`config.mk`:
```
export PLATFORM = sky130hd
export DESIGN_NAME = decode_stage
export DESIGN_NICKNAME = d
export VERILOG_FILES = /design/src/rtl/mips_pkg.sv /design/src/rtl/decode_regfile.sv /design/src/rtl/decode_stage.sv
export SDC_FILE = /design/constraint.sdc
export NUM_CORES = 2
export LEC_CHECK = 0
export ABC_AREA = 0
export CAP_MARGIN = 20
export CORE_ASPECT_RATIO = 1.2
export CORE_UTILIZATION = 40
export CTS_BUF_LIST = sky130_fd_sc_hd__clkbuf_8
export DETAILED_ROUTE_END_ITERATION = 8
export GPL_TIMING_DRIVEN = 0
export SKIP_LAST_GASP = 1
export SLEW_MARGIN = 20
export SYNTH_ARGS = -nofsm -noshare
export SYNTH_HDL_FRONTEND = slang
export SYNTH_SLANG_ARGS = --single-unit
```
`constraint.sdc`:
```
create_clock -name clk -period 4.2 [get_ports clk]
set_input_delay 0.84 -clock clk [delete_from_list [all_inputs] [get_ports clk]]
set_output_delay 0.84 -clock clk [all_outputs]
set_load 0.05 [all_outputs]
```
`src/rtl/mips_pkg.sv`:
```
// Shared MIPS-I decode constants, ALU op encoding and the ID/EX register layout.
package mips_pkg;

    localparam logic [5:0] OP_RTYPE = 6'h00;
    localparam logic [5:0] OP_BEQ   = 6'h04;
    localparam logic [5:0] OP_BNE   = 6'h05;
    localparam logic [5:0] OP_ADDI  = 6'h08;
    localparam logic [5:0] OP_ADDIU = 6'h09;
    localparam logic [5:0] OP_SLTI  = 6'h0a;
    localparam logic [5:0] OP_SLTIU = 6'h0b;
    localparam logic [5:0] OP_ANDI  = 6'h0c;
    localparam logic [5:0] OP_ORI   = 6'h0d;
    localparam logic [5:0] OP_XORI  = 6'h0e;
    localparam logic [5:0] OP_LUI   = 6'h0f;
    localparam logic [5:0] OP_LW    = 6'h23;
    localparam logic [5:0] OP_SW    = 6'h2b;

    localparam logic [5:0] FN_SLL  = 6'h00;
    localparam logic [5:0] FN_SRL  = 6'h02;
    localparam logic [5:0] FN_SRA  = 6'h03;
    localparam logic [5:0] FN_JR   = 6'h08;
    localparam logic [5:0] FN_ADD  = 6'h20;
    localparam logic [5:0] FN_ADDU = 6'h21;
    localparam logic [5:0] FN_SUB  = 6'h22;
    localparam logic [5:0] FN_SUBU = 6'h23;
    localparam logic [5:0] FN_AND  = 6'h24;
    localparam logic [5:0] FN_OR   = 6'h25;
    localparam logic [5:0] FN_XOR  = 6'h26;
    localparam logic [5:0] FN_NOR  = 6'h27;
    localparam logic [5:0] FN_SLT  = 6'h2a;
    localparam logic [5:0] FN_SLTU = 6'h2b;

    typedef enum logic [3:0] {
        ALU_ADD  = 4'd0,
        ALU_SUB  = 4'd1,
        ALU_AND  = 4'd2,
        ALU_OR   = 4'd3,
        ALU_XOR  = 4'd4,
        ALU_NOR  = 4'd5,
        ALU_SLT  = 4'd6,
        ALU_SLTU = 4'd7,
        ALU_SLL  = 4'd8,
        ALU_SRL  = 4'd9,
        ALU_SRA  = 4'd10,
        ALU_LUI  = 4'd11
    } alu_op_e;

    typedef struct packed {
        alu_op_e alu_op;
        logic    alu_src;
        logic    reg_write;
        logic    mem_read;
        logic    mem_write;
        logic    branch;
        logic    branch_ne;
        logic    jr;
        logic    illegal;
    } id_ex_ctrl_t;

    typedef struct packed {
        id_ex_ctrl_t ctrl;
        logic [31:0] rs_data;
        logic [31:0] rt_data;
        logic [31:0] imm;
        logic [31:0] br_target;
        logic [31:0] pc;
        logic [4:0]  rs;
        logic [4:0]  rt;
        logic [4:0]  rd;
        logic [4:0]  shamt;
    } id_ex_t;

    function automatic logic [31:0] sext16(input logic [15:0] v);
        return {{16{v[15]}}, v};
    endfunction

endpackage

```
`src/rtl/decode_regfile.sv`:
```
// GPR file: two combinational read ports, one write port, optional same-cycle write-back forwarding.
module decode_regfile #(
    parameter int REG_COUNT = 32,
    parameter bit WB_BYPASS = 1'b1
) (
    input  logic        clk,
    input  logic        rst_n,
    input  logic [4:0]  ra_rs,
    input  logic [4:0]  ra_rt,
    input  logic        we,
    input  logic [4:0]  wa,
    input  logic [31:0] wd,
    output logic [31:0] rs_data,
    output logic [31:0] rt_data
);

    logic [REG_COUNT-1:0][31:0] regs;
    logic hit_rs, hit_rt;

    always_ff @(posedge clk or negedge rst_n) begin
        if (!rst_n)
            regs <= '0;
        else if (we && wa != 5'd0)
            regs[wa] <= wd;
    end

    assign hit_rs = WB_BYPASS && we && (wa == ra_rs);
    assign hit_rt = WB_BYPASS && we && (wa == ra_rt);

    // $0 is hardwired; it wins over both storage and the bypass
    assign rs_data = (ra_rs == 5'd0) ? 32'd0 : hit_rs ? wd : regs[ra_rs];
    assign rt_data = (ra_rt == 5'd0) ? 32'd0 : hit_rt ? wd : regs[ra_rt];

endmodule

```
`src/rtl/decode_stage.sv`:
```
// ID stage: decodes the MIPS-I integer subset, reads GPRs, detects load-use hazards
// and loads the ID/EX pipeline register (bubble on flush or stall).
module decode_stage
    import mips_pkg::*;
#(
    parameter int REG_COUNT = 32,
    parameter bit WB_BYPASS = 1'b1
) (
    input  logic        clk,
    input  logic        rst_n,
    input  logic [31:0] pc_in,
    input  logic [31:0] inst_in,
    input  logic        flush,
    input  logic        ex_mem_read,
    input  logic [4:0]  ex_rt,
    input  logic        wb_en,
    input  logic [4:0]  wb_addr,
    input  logic [31:0] wb_data,
    output logic        hold_pc,
    output logic        hold_if,
    output logic [31:0] rs_data_ex,
    output logic [31:0] rt_data_ex,
    output logic [31:0] imm_ex,
    output logic [31:0] br_target_ex,
    output logic [31:0] pc_ex,
    output logic [4:0]  rs_ex,
    output logic [4:0]  rt_ex,
    output logic [4:0]  rd_ex,
    output logic [4:0]  shamt_ex,
    output logic [3:0]  alu_op_ex,
    output logic        alu_src_ex,
    output logic        reg_write_ex,
    output logic        mem_read_ex,
    output logic        mem_write_ex,
    output logic        branch_ex,
    output logic        branch_ne_ex,
    output logic        jr_ex,
    output logic        illegal_ex
);

    logic [5:0]  opcode, funct;
    logic [4:0]  rs, rt, rd, dest;
    logic [15:0] imm16;
    logic [31:0] rs_val, rt_val, imm;
    logic        legal, reads_rt, stall;
    id_ex_ctrl_t ctrl;
    id_ex_t      d, q;

    assign opcode = inst_in[31:26];
    assign rs     = inst_in[25:21];
    assign rt     = inst_in[20:16];
    assign rd     = inst_in[15:11];
    assign funct  = inst_in[5:0];
    assign imm16  = inst_in[15:0];

    decode_regfile #(.REG_COUNT(REG_COUNT), .WB_BYPASS(WB_BYPASS)) u_rf (
        .clk     (clk),
        .rst_n   (rst_n),
        .ra_rs   (rs),
        .ra_rt   (rt),
        .we      (wb_en),
        .wa      (wb_addr),
        .wd      (wb_data),
        .rs_data (rs_val),
        .rt_data (rt_val)
    );

    always_comb begin
        ctrl  = '0;
        legal = 1'b1;
        case (opcode)
            OP_RTYPE: begin
                ctrl.reg_write = 1'b1;
                case (funct)
                    FN_ADD, FN_ADDU: ctrl.alu_op = ALU_ADD;
                    FN_SUB, FN_SUBU: ctrl.alu_op = ALU_SUB;
                    FN_AND:          ctrl.alu_op = ALU_AND;
                    FN_OR:           ctrl.alu_op = ALU_OR;
                    FN_XOR:          ctrl.alu_op = ALU_XOR;
                    FN_NOR:          ctrl.alu_op = ALU_NOR;
                    FN_SLT:          ctrl.alu_op = ALU_SLT;
                    FN_SLTU:         ctrl.alu_op = ALU_SLTU;
                    FN_SLL:          ctrl.alu_op = ALU_SLL;
                    FN_SRL:          ctrl.alu_op = ALU_SRL;
                    FN_SRA:          ctrl.alu_op = ALU_SRA;
                    FN_JR: begin
                        ctrl.reg_write = 1'b0;
                        ctrl.jr        = 1'b1;
                    end
                    default:         legal = 1'b0;
                endcase
            end
            OP_ADDI, OP_ADDIU: begin ctrl.alu_op = ALU_ADD;  ctrl.alu_src = 1'b1; ctrl.reg_write = 1'b1; end
            OP_SLTI:           begin ctrl.alu_op = ALU_SLT;  ctrl.alu_src = 1'b1; ctrl.reg_write = 1'b1; end
            OP_SLTIU:          begin ctrl.alu_op = ALU_SLTU; ctrl.alu_src = 1'b1; ctrl.reg_write = 1'b1; end
            OP_ANDI:           begin ctrl.alu_op = ALU_AND;  ctrl.alu_src = 1'b1; ctrl.reg_write = 1'b1; end
            OP_ORI:            begin ctrl.alu_op = ALU_OR;   ctrl.alu_src = 1'b1; ctrl.reg_write = 1'b1; end
            OP_XORI:           begin ctrl.alu_op = ALU_XOR;  ctrl.alu_src = 1'b1; ctrl.reg_write = 1'b1; end
            OP_LUI:            begin ctrl.alu_op = ALU_LUI;  ctrl.alu_src = 1'b1; ctrl.reg_write = 1'b1; end
            OP_LW: begin
                ctrl.alu_src   = 1'b1;
                ctrl.reg_write = 1'b1;
                ctrl.mem_read  = 1'b1;
            end
            OP_SW: begin
                ctrl.alu_src   = 1'b1;
                ctrl.mem_write = 1'b1;
            end
            OP_BEQ: begin ctrl.alu_op = ALU_SUB; ctrl.branch = 1'b1; end
            OP_BNE: begin ctrl.alu_op = ALU_SUB; ctrl.branch = 1'b1; ctrl.branch_ne = 1'b1; end
            default: legal = 1'b0;
        endcase

        if (!legal) begin
            ctrl         = '0;
            ctrl.illegal = 1'b1;
        end

        dest = (opcode == OP_RTYPE) ? rd : rt;
        if (dest == 5'd0)
            ctrl.reg_write = 1'b0;
    end

    always_comb begin
        case (opcode)
            OP_LUI:                imm = {imm16, 16'h0000};
            OP_ANDI, OP_ORI, OP_XORI: imm = {16'h0000, imm16};
            default:               imm = sext16(imm16);
        endcase
    end

    // rs is treated as a source for every instruction; rt only where it is really read
    assign reads_rt = (opcode == OP_RTYPE) || (opcode == OP_SW) ||
                      (opcode == OP_BEQ)   || (opcode == OP_BNE);
    assign stall    = ex_mem_read && (ex_rt != 5'd0) &&
                      ((ex_rt == rs) || ((ex_rt == rt) && reads_rt));
    assign hold_pc  = rst_n && stall && !flush;
    assign hold_if  = hold_pc;

    always_comb begin
        d           = '0;
        d.ctrl      = ctrl;
        d.rs_data   = rs_val;
        d.rt_data   = rt_val;
        d.imm       = imm;
        d.br_target = pc_in + (sext16(imm16) << 2);
        d.pc        = pc_in;
        d.rs        = rs;
        d.rt        = rt;
        d.rd        = dest;
        d.shamt     = inst_in[10:6];
    end

    always_ff @(posedge clk or negedge rst_n) begin
        if (!rst_n)
            q <= '0;
        else if (flush || stall)
            q <= '0;
        else
            q <= d;
    end

    assign rs_data_ex   = q.rs_data;
    assign rt_data_ex   = q.rt_data;
    assign imm_ex       = q.imm;
    assign br_target_ex = q.br_target;
    assign pc_ex        = q.pc;
    assign rs_ex        = q.rs;
    assign rt_ex        = q.rt;
    assign rd_ex        = q.rd;
    assign shamt_ex     = q.shamt;
    assign alu_op_ex    = q.ctrl.alu_op;
    assign alu_src_ex   = q.ctrl.alu_src;
    assign reg_write_ex = q.ctrl.reg_write;
    assign mem_read_ex  = q.ctrl.mem_read;
    assign mem_write_ex = q.ctrl.mem_write;
    assign branch_ex    = q.ctrl.branch;
    assign branch_ne_ex = q.ctrl.branch_ne;
    assign jr_ex        = q.ctrl.jr;
    assign illegal_ex   = q.ctrl.illegal;

endmodule
```
# ---- After elaboration in Yosys (flattened, before gate mapping)
# Index checks and enable logic that the tools add are counted.
dict set report word_totals {
  latchBits 0
  mem_count 0
  wordCells 142
  regBits 1216
  ramBits 0
  output_inout_bits 194
  in_bits 111
  romBits 0
}
dict set report op_classes {
  eq_ne 29
  mul 0
  mux 29
  addsub 1
  shift 0
  bitwise_logic 0
  reduce_logical 29
  magnitude_cmp 4
  div 0
}
# op n
set ops {}
lappend ops {{bitwise mux 1024 bit} 1}
lappend ops {{binary-select mux 32 bit (select 5 bit)} 2}
lappend ops {{two-way mux 32 bit} 7}
lappend ops {{two-way mux 192 bit} 1}
lappend ops {{demux 32 bit (select 5 bit)} 1}
lappend ops {{equality test 6 bit (second input constant)} 12}
lappend ops {{case mux 32 bit (2 select lines)} 1}
lappend ops {{equality test 6 x 4 -> 1 bit (second input constant)} 9}
lappend ops {{case mux 4 bit (10 select lines)} 1}
lappend ops {{adder 32 bit} 1}
lappend ops {{case mux 4 bit (8 select lines)} 1}
lappend ops {{equality test 5 bit} 4}
lappend ops {{< comparator 5 x 6 -> 1 bit (second input constant)} 3}
lappend ops {{zero test 5 bit} 3}
lappend ops {{OR reduction 14 bit} 1}
lappend ops {{equality test 6 x 2 -> 1 bit (second input constant)} 2}
lappend ops {{equality test 6 x 3 -> 1 bit (second input constant)} 2}
lappend ops {{zero test 6 bit} 2}
lappend ops {{two-way mux 12 bit} 1}
lappend ops {{OR reduction 12 bit} 1}
lappend ops {{two-way mux 1 bit} 10}
lappend ops {{nonzero test 5 bit} 2}
lappend ops {{OR reduction 10 bit} 1}
lappend ops {{logical AND 1 bit} 9}
lappend ops {{other kinds (8)} 14}

# ---- Depth between registers and ports, before layout
dict set report depth {
  word_depth 9
  mapped_depth 10
}

# ---- Modules after synthesis
# Synthesis repeated with hierarchy kept, for this count alone.
dict set report unflattened {
  cells_unflattened 4467
  area_unflattened_um2 62528.7
}
# mod instances cells_each seq_area_each_um2 area_each_um2
set by_module_without_submodules {}
lappend by_module_without_submodules {decode_regfile 1 3714 25624.6 54357.1}
lappend by_module_without_submodules {decode_stage 1 753 4754.6 8171.6}

# ---- Worst setup path before layout
# Ideal clock, no wire load.
dict set report synth_timing {
  path_kind {input to output}
  startpoint {in inst_in[24]}
  endpoint {out hold_pc}
  n_path_buf 2
  setup_slack_ns 0.650
  stages 7
  required_ns 3.360
  t_arrival_ns 2.710
  path_cell_list {clkbuf_1 > xnor2_1 > nand3_1 > or4_1 > nand2_2 > and3_1 > buf_4}
}
dict set report synth_between {
  elab_chain_len 5
}
# element line
set synth_rtl {}
lappend synth_rtl {{from (decl)} decode_stage.sv:12} ;# input logic [31:0] inst_in,
lappend synth_rtl {{equality test 5 bit} decode_stage.sv:136} ;# ((ex_rt == rs) || ((ex_rt == rt) && reads_rt));
lappend synth_rtl {{logical OR 1 bit} decode_stage.sv:136}
lappend synth_rtl {{logical AND 1 bit} decode_stage.sv:135} ;# assign stall = ex_mem_read && (ex_rt != 5'd0) &&
lappend synth_rtl {{logical AND 1 bit (2 in a row)} decode_stage.sv:137} ;# assign hold_pc = rst_n && stall && !flush;
lappend synth_rtl {{to (decl)} decode_stage.sv:19} ;# output logic hold_pc,
# No other way between the ends.

# ---- Worst setup path after layout
dict set report layout_timing {
  startpoint {in inst_in[17]}
  endpoint {reg q, in the netlist rt_data_ex[0]}
}
dict set report layout_between {
  elab_chain_len 6
  elab_cells_between_ends 13
}
# element line
set layout_rtl {}
lappend layout_rtl {{branches (longest 5 deep; another with binary-select mux 32 bit (select 5 bit))} n/a}
lappend layout_rtl {{two-way mux 192 bit (*)} decode_stage.sv:157} ;# else if (flush || stall)
lappend layout_rtl {{to (signal assigned)} decode_stage.sv:156} ;# q <= '0;
lappend layout_rtl {{to (signal assigned)} decode_stage.sv:158} ;# q <= '0;
lappend layout_rtl {{to (signal assigned)} decode_stage.sv:160} ;# q <= d;
lappend layout_rtl {{to (decl)} decode_stage.sv:47} ;# id_ex_t d, q;
# Every way passes the cells marked *. The select of a mux whose other input is x is not followed.
# A chain may end at the register's enable or synchronous reset.

==> results.toml <==
[logic_synthesis]
ys.flop_type = "dfrtp_1"
syn_nets = 4192
ys_ff_latch = 1214
synthArstFlopShare_pct = 100.0
synth_edf_count = 0
syn_inst = 4051
synth.distinct_cells = 56
syn-cell-area_um2 = 62720
ys_warn_count = 0
synth_area_per_cell_um2 = 15.48
yosysSeqAreaShare_pct = 48.43

[routing]
routed_wl_um = 248800
via_count = 42580
post_drt_wl_per_cell_um = 36.51
drcViolationCount = 0
wl_met1_um = 91920
highest_layer = "met5"
postRouteAntennaNets = 0
routed-wl-met2_um = 114700
firstDrtPassIters = 6
met3_length_um = 23320
vias_per_cell = 6.247
first_iter_violations = 4436

[setup_path]
arrival_ps = 5100
required_ps = 4970
regToRegSetupSlack_ps = 1960
crit_fanout = 10
worstSetupEndpointType = "register"
cp-start-kind = "input pin"
criticalPathCategory = "in -> reg"

[global_routing]
grt_use_total_pct = 31.56
grt_max_degree = 141
grt_pass1_vias = 43670
antenna_found_initial = 15
grt_pass1_wl_um = 342800
grt.overflow.total = 0

[clock_network]
numCtsBuffers = 204
cts_root_buf = "clkbuf_8"
cts_buffer_depth = 3
cts_tree = "done"
numClockSinks = 1214
clk_pin_slew_worst_paths_ps = 70
worstSkewPairLatency_ps = 990
htreeDepth = 4

[layout]
instances_no_fill = 6816
final_nets = 4709
final_common_cell = "dfrtp_1"
final_area_um2 = 73100
most-common-layout-cells = "1214 x dfrtp_1, 987 x mux2_2, 622 x mux4_2"
fin_util_pct = 47.10
area_delta_synth_final_pct = 16.54
drive_gt1_share_pct = 46.28
fill_cells = 13730

[die]
ioPinCount = 305
placementRows = 158
fp.dieArea_um2 = 158400
start_util_pct = 40.42
core-area_um2 = 155200
dieWidth_um = 363.5
die_y_um = 435.8

[timing]
tightest_slew_ps = 1266
slew_viol_final = 0
hold_viol = 0
rsz0062_at_grt = "no"
fin_skew_ps = 58.19
finalWorstSetupSlack_ps = -127.4
fmax_mhz = 231.1
setup_viol = 2
relSlewSlack_pct = 15.59
min_period_ps = 4327
finalCritPeriodShare_pct = 103.0

[power_and_ir_drop]
power_frac_comb_pct = 23.3
switching_share_pct = 30.14
p_seq_share_pct = 44.3
ir_worst_vdd_uv = 351.4
p_sw_mw = 10.33
p_clk_share_pct = 32.4
total_power_mw = 34.28
internal_power_mw = 23.95
p_per_area_nw_per_um2 = 468.9
p_leak_nw = 31.49

[placed_design]
numPortBuffers = 291
place_hpwl_um = 166900
routabilityCongestion = 0.9670
dp.cells = 6436
placed_cell_area_um2 = 68710

[run]
cap_violations = 0

[worst_hold_path]
hold_path.class = "in -> reg"

[outcome]
violations = "setup timing"
outcome = "finished with violations"
## logic make-up (layout without fill, tap and decap cells)
logic type,Yosys count,after routing,share of synthesized area [%]
buffers and inverters,448,1123,3.206
AND/OR/NAND/NOR,379,379,2.972
multiplexers,1738,1738,42.12
adder cells (fa/ha/maj),30,30,0.6104
XOR/XNOR,40,40,0.5585
flip-flops,1214,1214,48.43
other,0,10,0
AO/OA/AOI/OAI,202,202,2.099
## layer usage
metal	GRT usage, %	vias up
li1	-	16580
met1	38.33	22860
met2	48.81	2363
met3	9.514	766
met4	20.24	10
met5	0.3983	-
## power by group through the flow
stage                     clock (mW)  sequential, mW  combinational, mW
after floorplan                    0            15.5               4.94
after global placement             0            15.3               7.73
after detailed placement           0            15.3               7.93
after CTS                       11.2            15.1               7.95
after global routing            11.7            15.4               8.36
final                           11.1            15.2               7.99
## synthesized netlist by cell type (8+ instances only)
master | instances | share of area [%]
o21a_1 | 10 | 0.12
dfrtp_1 | 1214 | 48
buf_6 | 11 | 0.20
clkbuf_1 | 247 | 1.5
nor2b_1 | 11 | 0.11
nand3_1 | 15 | 0.12
nor3_1 | 20 | 0.16
o21ai_0 | 24 | 0.19
a211oi_1 | 73 | 0.87
buf_4 | 35 | 0.42
mux2_2 | 987 | 18
nor4_1 | 8 | 0.080
mux4_2 | 622 | 22
a21o_1 | 10 | 0.12
buf_2 | 88 | 0.70
nand4_1 | 9 | 0.090
a21oi_1 | 58 | 0.46
nor2_1 | 140 | 0.84
xnor2_1 | 15 | 0.21
and2_1 | 65 | 0.65
nand2b_1 | 8 | 0.080
ha_1 | 29 | 0.58
buf_1 | 60 | 0.36
nand2_1 | 65 | 0.39
mux2i_1 | 124 | 2.0
xor2_1 | 25 | 0.35
## registers in the layout, summed over array words and instances (netlist names), 4 cells and up
| name | flops |
|---|---|
| rt_data_ex | 32 |
| imm_ex | 32 |
| shamt_ex | 5 |
| u_rf.regs | 1024 |
| rs_data_ex | 32 |
| rs_ex | 5 |
| rt_ex | 5 |
| br_target_ex | 30 |
| pc_ex | 32 |
| rd_ex | 5 |
| alu_op_ex | 4 |
## worst paths after layout
kind | start | depth (start not counted) | to
max | inst_in[17] | 8 | rt_data_ex[0]$_DFF_PN0_
min | inst_in[29] | 3 | mem_write_ex$_DFF_PN0_
max reg2reg | u_rf.regs[993]$_DFFE_PN0P_ | 4 | rs_data_ex[1]$_DFF_PN0_
min reg2reg | u_rf.regs[2]$_DFFE_PN0P_ | 1 | u_rf.regs[2]$_DFFE_PN0P_
max in group asynchronous | rst_n | 6 | u_rf.regs[398]$_DFFE_PN0P_
min in group asynchronous | rst_n | 2 | imm_ex[8]$_DFF_PN0_
## worst max-delay path, stage by stage
cell             delay [ps]
clkdlybuf4s50_1         700
buf_4                   340
buf_4                   430
xor2_1                  140
nor4_1                  270
nand3_2                 700
clkbuf_1                710
a211oi_1                890
## timing repair
action	CTS	global route
endpoints found under the setup margin	6	4
hold buffers	1	0
pin swaps	0	3
resized for setup	11	10
endpoints found under the hold margin	85	0
cloned	0	1
setup buffers	0	3
## metrics by stage
step	setup TNS (ps)	hold WS (ps)	setup WS (ps)
final	-147.3	414.7	-127.4
after detailed placement	-72250	463.6	-1319
after CTS	-126.0	301.8	-91.01
after floorplan	0	441.3	650.2
after global placement	-	452.3	-54420
after global routing	0	403.9	31.27
## final cells by class
type | count | area (um^2) | share of cell area [%]
diodes | 10 | 25.02 | 0.03423
plain buffers | 443 | 2122 | 2.903
clock buffers | 267 | 3675 | 5.027
clock inverters | 97 | 565.5 | 0.7737
inverters | 5 | 18.77 | 0.02567
multi-input cells | 2389 | 30390 | 41.58
flip-flops and latches | 1214 | 30380 | 41.56
well taps | 2080 | 2603 | 3.560
repair buffers | 311 | 3321 | 4.543
No activity file was read; power rests on OpenSTA's default activity.
